[src/rtl/load_store_unit.sv]
// Load/store unit for the single-cycle RV32I core: turns a decoded load/store
// into one request/acknowledge bus transaction, stalls the core while it is in
// flight and returns the sign/zero-extended load result.
module load_store_unit #(
    parameter int unsigned TIMEOUT_CYCLES = 255
) (
    input  logic        clk,
    input  logic        rst,
    input  logic        mem_read,
    input  logic        mem_write,
    input  logic [2:0]  funct3,
    input  logic [31:0] addr,
    input  logic [31:0] wdata,
    output logic [31:0] read_data,
    output logic        stall,
    output logic        fault,
    output logic [1:0]  fault_cause,
    output logic        bus_req,
    output logic        bus_we,
    output logic [31:0] bus_addr,
    output logic [3:0]  bus_be,
    output logic [31:0] bus_wdata,
    input  logic [31:0] bus_rdata,
    input  logic        bus_ack
);

    typedef enum logic [1:0] {
        IDLE = 2'd0,
        BUSY = 2'd1,
        DONE = 2'd2
    } state_t;

    // Last BUSY cycle index before the access is abandoned (counter starts at 0).
    localparam logic [15:0] TIMEOUT_LAST = 16'(TIMEOUT_CYCLES - 1);

    localparam logic [1:0] CAUSE_MISALIGNED = 2'b01;
    localparam logic [1:0] CAUSE_ILLEGAL    = 2'b10;
    localparam logic [1:0] CAUSE_TIMEOUT    = 2'b11;

    state_t      state_q, state_d;
    logic [31:0] read_data_q, read_data_d;
    logic        fault_q, fault_d;
    logic [1:0]  fault_cause_q, fault_cause_d;
    logic        bus_req_q, bus_req_d;
    logic        bus_we_q, bus_we_d;
    logic [31:0] bus_addr_q, bus_addr_d;
    logic [3:0]  bus_be_q, bus_be_d;
    logic [31:0] bus_wdata_q, bus_wdata_d;
    logic [15:0] cnt_q, cnt_d;
    // Access size/sign and byte offset kept for formatting the returned word.
    logic [2:0]  funct3_q, funct3_d;
    logic [1:0]  off_q, off_d;

    logic        single_op;
    logic        f3_legal;
    logic        misaligned;
    logic        is_access;
    logic        is_illegal;
    logic        is_misaligned;
    logic [3:0]  st_be;
    logic [31:0] st_wdata;
    logic [7:0]  rd_byte [4];
    logic [7:0]  ld_byte;
    logic [15:0] ld_half;
    logic [31:0] ld_fmt;

    // Byte lanes of the returned bus word.
    for (genvar gi = 0; gi < 4; gi++) begin : g_rd_lane
        assign rd_byte[gi] = bus_rdata[8*gi +: 8];
    end

    // Classify the current instruction: legal access, illegal, or misaligned.
    always_comb begin
        single_op = mem_read ^ mem_write;
        f3_legal  = 1'b0;
        if (mem_read && !mem_write) begin
            case (funct3)
                3'b000, 3'b001, 3'b010, 3'b100, 3'b101: f3_legal = 1'b1;
                default:                                f3_legal = 1'b0;
            endcase
        end else if (mem_write && !mem_read) begin
            case (funct3)
                3'b000, 3'b001, 3'b010: f3_legal = 1'b1;
                default:                f3_legal = 1'b0;
            endcase
        end
        case (funct3[1:0])
            2'b01:   misaligned = addr[0];
            2'b10:   misaligned = (addr[1:0] != 2'b00);
            default: misaligned = 1'b0;
        endcase
        is_illegal    = (mem_read & mem_write) | (single_op & ~f3_legal);
        is_misaligned = single_op & f3_legal & misaligned;
        is_access     = single_op & f3_legal & ~misaligned;
    end

    // Store byte enables and lane-replicated store data.
    always_comb begin
        case (funct3[1:0])
            2'b00: begin
                st_be    = 4'b0001 << addr[1:0];
                st_wdata = {4{wdata[7:0]}};
            end
            2'b01: begin
                st_be    = addr[1] ? 4'b1100 : 4'b0011;
                st_wdata = {2{wdata[15:0]}};
            end
            default: begin
                st_be    = 4'b1111;
                st_wdata = wdata;
            end
        endcase
    end

    // Load result formatting from the captured size/sign and offset.
    always_comb begin
        ld_byte = rd_byte[off_q];
        ld_half = off_q[1] ? bus_rdata[31:16] : bus_rdata[15:0];
        case (funct3_q)
            3'b000:  ld_fmt = {{24{ld_byte[7]}}, ld_byte};
            3'b100:  ld_fmt = {24'h0, ld_byte};
            3'b001:  ld_fmt = {{16{ld_half[15]}}, ld_half};
            3'b101:  ld_fmt = {16'h0, ld_half};
            default: ld_fmt = bus_rdata;
        endcase
    end

    // Next-state, bus register and stall logic.
    always_comb begin
        state_d       = state_q;
        read_data_d   = read_data_q;
        fault_d       = fault_q;
        fault_cause_d = fault_cause_q;
        bus_req_d     = bus_req_q;
        bus_we_d      = bus_we_q;
        bus_addr_d    = bus_addr_q;
        bus_be_d      = bus_be_q;
        bus_wdata_d   = bus_wdata_q;
        cnt_d         = cnt_q;
        funct3_d      = funct3_q;
        off_d         = off_q;
        stall         = 1'b0;

        unique case (state_q)
            IDLE: begin
                cnt_d = 16'h0;
                if (is_access) begin
                    stall       = 1'b1;
                    state_d     = BUSY;
                    bus_req_d   = 1'b1;
                    bus_we_d    = mem_write;
                    bus_addr_d  = {addr[31:2], 2'b00};
                    bus_be_d    = mem_write ? st_be : 4'b1111;
                    bus_wdata_d = mem_write ? st_wdata : 32'h0;
                    funct3_d    = funct3;
                    off_d       = addr[1:0];
                end else if (is_illegal || is_misaligned) begin
                    fault_d = 1'b1;
                    if (!fault_q) begin
                        fault_cause_d = is_illegal ? CAUSE_ILLEGAL : CAUSE_MISALIGNED;
                    end
                end
            end
            BUSY: begin
                stall = 1'b1;
                cnt_d = cnt_q + 16'h1;
                if (bus_ack) begin
                    if (!bus_we_q) begin
                        read_data_d = ld_fmt;
                    end
                    bus_req_d = 1'b0;
                    bus_we_d  = 1'b0;
                    bus_be_d  = 4'b0000;
                    state_d   = DONE;
                end else if (cnt_q == TIMEOUT_LAST) begin
                    if (!bus_we_q) begin
                        read_data_d = 32'h0;
                    end
                    bus_req_d = 1'b0;
                    bus_we_d  = 1'b0;
                    bus_be_d  = 4'b0000;
                    state_d   = DONE;
                    fault_d   = 1'b1;
                    if (!fault_q) begin
                        fault_cause_d = CAUSE_TIMEOUT;
                    end
                end
            end
            DONE: begin
                // Retire cycle: the same instruction is still presented, so no
                // request is taken here.
                cnt_d   = 16'h0;
                state_d = IDLE;
            end
            default: begin
                state_d = IDLE;
            end
        endcase
    end

    // State registers with synchronous reset.
    always_ff @(posedge clk) begin
        if (rst) begin
            state_q       <= IDLE;
            read_data_q   <= 32'h0;
            fault_q       <= 1'b0;
            fault_cause_q <= 2'b00;
            bus_req_q     <= 1'b0;
            bus_we_q      <= 1'b0;
            bus_addr_q    <= 32'h0;
            bus_be_q      <= 4'b0000;
            bus_wdata_q   <= 32'h0;
            cnt_q         <= 16'h0;
            funct3_q      <= 3'b000;
            off_q         <= 2'b00;
        end else begin
            state_q       <= state_d;
            read_data_q   <= read_data_d;
            fault_q       <= fault_d;
            fault_cause_q <= fault_cause_d;
            bus_req_q     <= bus_req_d;
            bus_we_q      <= bus_we_d;
            bus_addr_q    <= bus_addr_d;
            bus_be_q      <= bus_be_d;
            bus_wdata_q   <= bus_wdata_d;
            cnt_q         <= cnt_d;
            funct3_q      <= funct3_d;
            off_q         <= off_d;
        end
    end

    assign read_data   = read_data_q;
    assign fault       = fault_q;
    assign fault_cause = fault_cause_q;
    assign bus_req     = bus_req_q;
    assign bus_we      = bus_we_q;
    assign bus_addr    = bus_addr_q;
    assign bus_be      = bus_be_q;
    assign bus_wdata   = bus_wdata_q;

endmodule
[config.mk]
export PLATFORM = sky130hd
export DESIGN_NAME = load_store_unit
export DESIGN_NICKNAME = d
export VERILOG_FILES = /design/src/rtl/load_store_unit.sv
export SDC_FILE = /design/constraint.sdc
export NUM_CORES = 1
export LEC_CHECK = 0
export CAP_MARGIN = 10
export CORE_MARGIN = 2
export CORE_UTILIZATION = 48
export CTS_CLUSTER_DIAMETER = 120
export CTS_CLUSTER_SIZE = 25
export DETAILED_ROUTE_END_ITERATION = 6
export HOLD_SLACK_MARGIN = 0.1
export PLACE_DENSITY = 0.86
export SYNTH_ARGS = -nofsm -noshare
export SYNTH_HDL_FRONTEND = slang
export SYNTH_SLANG_ARGS = --single-unit
export TNS_END_PERCENT = 5
[constraint.sdc]
create_clock -name clk -period 5.2 [get_ports clk]
set_input_delay 0.52 -clock clk [delete_from_list [all_inputs] [get_ports clk]]
set_output_delay 0.52 -clock clk [all_outputs]
set_load 0.03 [all_outputs]
==> flow_metrics.tcl <==
set metrics [dict create \
    status "finished, final reports clean" \
    worstHoldStart "read_data[14]" \
    die_x_um 112.8 \
    finalCritPeriodShare_pct 79.46 \
    p_seq_share_pct 41.6 \
    antenna_found_initial 0 \
    viasPerCell 5.752 \
    dieHeight_um 112.8 \
    cts_root_buffer "clkbuf_16" \
    port_buffers 207 \
    fmax_mhz 242.0 \
    wl_per_cell_um 17.72 \
    rsz0062_at_grt "no" \
    cp-start-kind "input pin" \
    async_flop_share_pct 0 \
    postCtsSetupBuffers 0 \
    drive_above_1_share_pct 5.958 \
    grt_util_all_layers_pct 27.48 \
    drcViolationCount 0 \
    drt_pass1_iterations 7 \
    path_clk_slew_ps 50 \
    num_vias 5746 \
    hold_class "register to register" \
    overflow 0 \
    cts_tree "done" \
    drv_slew 0 \
    dp.cells 972 \
    arrival_ps 3610 \
    finClkSkew_ps 5.456 \
    cts.sinks 126 \
    combPwrFrac_pct 13.2 \
    path_max_fanout 24 \
    timing.rr.end "read_data[8]" \
    core-area_sq_um 11470 \
    switchingPower_mw 0.5740 \
    grt_pass1_vias 5739 \
    ant_nets 0 \
    netlist_area_sq_um 5683 \
    relSlewSlack_pct 28.88 \
    final_nets 960 \
    worstPathRequired_ps 4680 \
    synth_cells 669 \
    dp_hpwl_mm 12.63 \
    postCtsHoldBufs 0 \
    yosysSeqAreaShare_pct 44.39 \
    syn2layout_area_growth_pct 45.53 \
    power_density_nw_per_um2 292.6 \
    synth.avg_cell_area_sq_um 8.495 \
    synth.distinct_cells 59 \
    pwr-share-clk_pct 45.3 \
    whs_endpoint "read_data[14]" \
    leakage_nw 2.816 \
    start_util_pct 49.56 \
    r2r-start "off_q[1]" \
    cts_buffers 17 \
    synth-warning-count 0 \
    post_cts_resized 0 \
    fin_crit_ps 4132 \
    ir_worst_vdd_uv 241.6 \
    grt_max_degree 67 \
    synth_edf_count 0 \
    htreeDepth 4 \
    synth_ff_type "dfxtp_1" \
    cts_buffer_depth 2 \
    dr.first_iter.drc_count 386 \
    ios 210 \
    num_rows 39 \
    finalHoldViolations 0 \
    max_slew.worst_pin.slew_ps 1064 \
    reg2reg_depth 5 \
    whs_path_depth 1 \
    clkLatencyLatePin_ps 410 \
    grt_pass1_wl_mm 28.23 \
    place_congestion 0.8539 \
    internal_power_mw 1.846 \
    r2r_setup_slack_ps 2770 \
    drv_cap 0 \
    synth-seq-cells 126 \
    critPathCaptureType "output pin" \
    routed_wl_mm 17.70 \
    crit_type "input pin to output pin" \
    instances_no_fill 999 \
    finalSetupViolCount 0 \
    die_area_sq_um 12730 \
    antennaDiodeCount 0 \
    switching_share_pct 23.72 \
    num-fill-cells 815 \
    tns_ps 0 \
]
-- sequential cells by signal (all words and copies together), names as in the netlist, 2 cells and up --
signal       cells
funct3_q         3
bus_wdata       32
bus_addr        30
off_q            2
bus_be           4
fault_cause      2
state_q          2
read_data       32
cnt_q           16
-- area by class of cell --
class | count | area (sq um) | area share, %
clock buffers | 26 | 509.2 | 6.157
well taps | 143 | 178.9 | 2.163
clock inverters | 1 | 30.03 | 0.3631
flip-flops and latches | 126 | 2522 | 30.50
multi-input cells | 478 | 2880 | 34.83
repair buffers | 211 | 2097 | 25.36
inverters | 14 | 52.55 | 0.6354
-- power by group through the flow --
stage	Sequential, mW	Clock (mW)	Combinational [mW]
3_3_place_gp	1.02	0	0.309
5_1_grt	1.01	1.15	0.340
2_1_floorplan	1.06	0	0.128
4_1_cts	1.01	1.11	0.317
3_5_place_dp	1.02	0	0.315
6_report	1.01	1.10	0.319
-- critical path: stages --
cell and delay [ps]:
clkdlybuf4s50_1 1050, clkinv_1 490, ha_1 330, o32ai_1 140
a21o_1 220, o21ai_0 200, clkdlybuf4s50_1 650
-- cell families after synthesis --
| family | count (synthesis) | share of synthesized area (%) |
|---|---|---|
| other | 1 | 0.06599 |
| buffers and inverters | 66 | 5.130 |
| flip-flops | 126 | 44.39 |
| AND/OR/NAND/NOR | 239 | 20.21 |
| adder cells (fa/ha/maj) | 8 | 1.761 |
| AO/OA/AOI/OAI | 193 | 21.84 |
| multiplexers | 25 | 4.910 |
| XOR/XNOR | 11 | 1.695 |
-- routing by layer --
layer | routed length, um | part of all wire, % | track usage [%] | vias up
met5 | 0 | 0 | 0 | -
met4 | 450 | 2.5 | 10.41 | 0
met3 | 1832 | 10 | 11.09 | 43
met2 | 8703 | 49 | 46.47 | 305
met1 | 6716 | 38 | 31.20 | 2675
li1 | - | - | - | 2723
-- how the worst max path moves through the flow --
| stage | startpoint | endpoint | slack (ps) |
|---|---|---|---|
| floorplan | funct3[0] | bus_be[0] | 2610 |
| global placement | mem_write | bus_addr[31] | 1260 |
| detailed placement | mem_write | bus_addr[14] | 1060 |
| CTS | mem_write | stall | 1160 |
| global route | mem_write | stall | 960 |
| finish | mem_write | stall | 1070 |
-- cells in the mapped netlist, types with 4 or more instances --
cell type,count,area (sq um)
mux2i_1,11,110.1
dfxtp_1,126,2522
buf_2,14,70.07
mux2_2,13,146.4
o21ai_0,17,85.08
o211ai_1,21,157.7
nand2b_1,29,181.4
inv_1,13,48.80
nand3_1,25,125.1
a21oi_1,88,440.4
a31oi_1,8,50.05
nor2_1,28,105.1
ha_1,8,100.1
xor2_1,9,78.83
o221ai_1,5,43.79
nand2_1,113,424.2
clkbuf_1,31,116.4
a22o_1,21,183.9
a22oi_1,8,60.06
nor3_1,12,60.06
nor2b_1,4,25.02
-- stage by stage --
step           setup slack, ps  total power [mW]  hold WS (ps)  cell area [sq um]  utilization, %
6_report                  1068             2.420         450.2               8270           72.12
3_5_place_dp              1064             1.339         444.1               7731           67.42
5_1_grt                  956.6             2.498         474.3               8270           72.12
2_1_floorplan             2609             1.185         463.5               5687               -
4_1_cts                   1156             2.430         455.1               8270           72.12
3_3_place_gp              1258             1.332         437.3               7731           67.42
-- placed cells by master, fill, tap and decap left out, types with 4 or more instances in the layout --
cell type	synthesis	final
o221ai_1	5	5
buf_4	3	4
ha_1	8	8
mux2_2	13	13
nor2b_1	4	4
a22oi_1	8	8
nand2_1	113	113
a21oi_1	88	88
clkbuf_8	0	5
a31oi_1	8	8
a22o_1	21	21
xor2_1	9	9
o21ai_0	17	17
clkdlybuf4s50_1	0	206
nand2b_1	29	29
o211ai_1	21	21
dfxtp_1	126	126
clkbuf_1	31	4
nor2_1	28	27
mux2i_1	11	11
nand3_1	25	25
clkbuf_16	0	17
nor3_1	12	12
inv_1	13	13
Power figures use the tool's default switching activity.
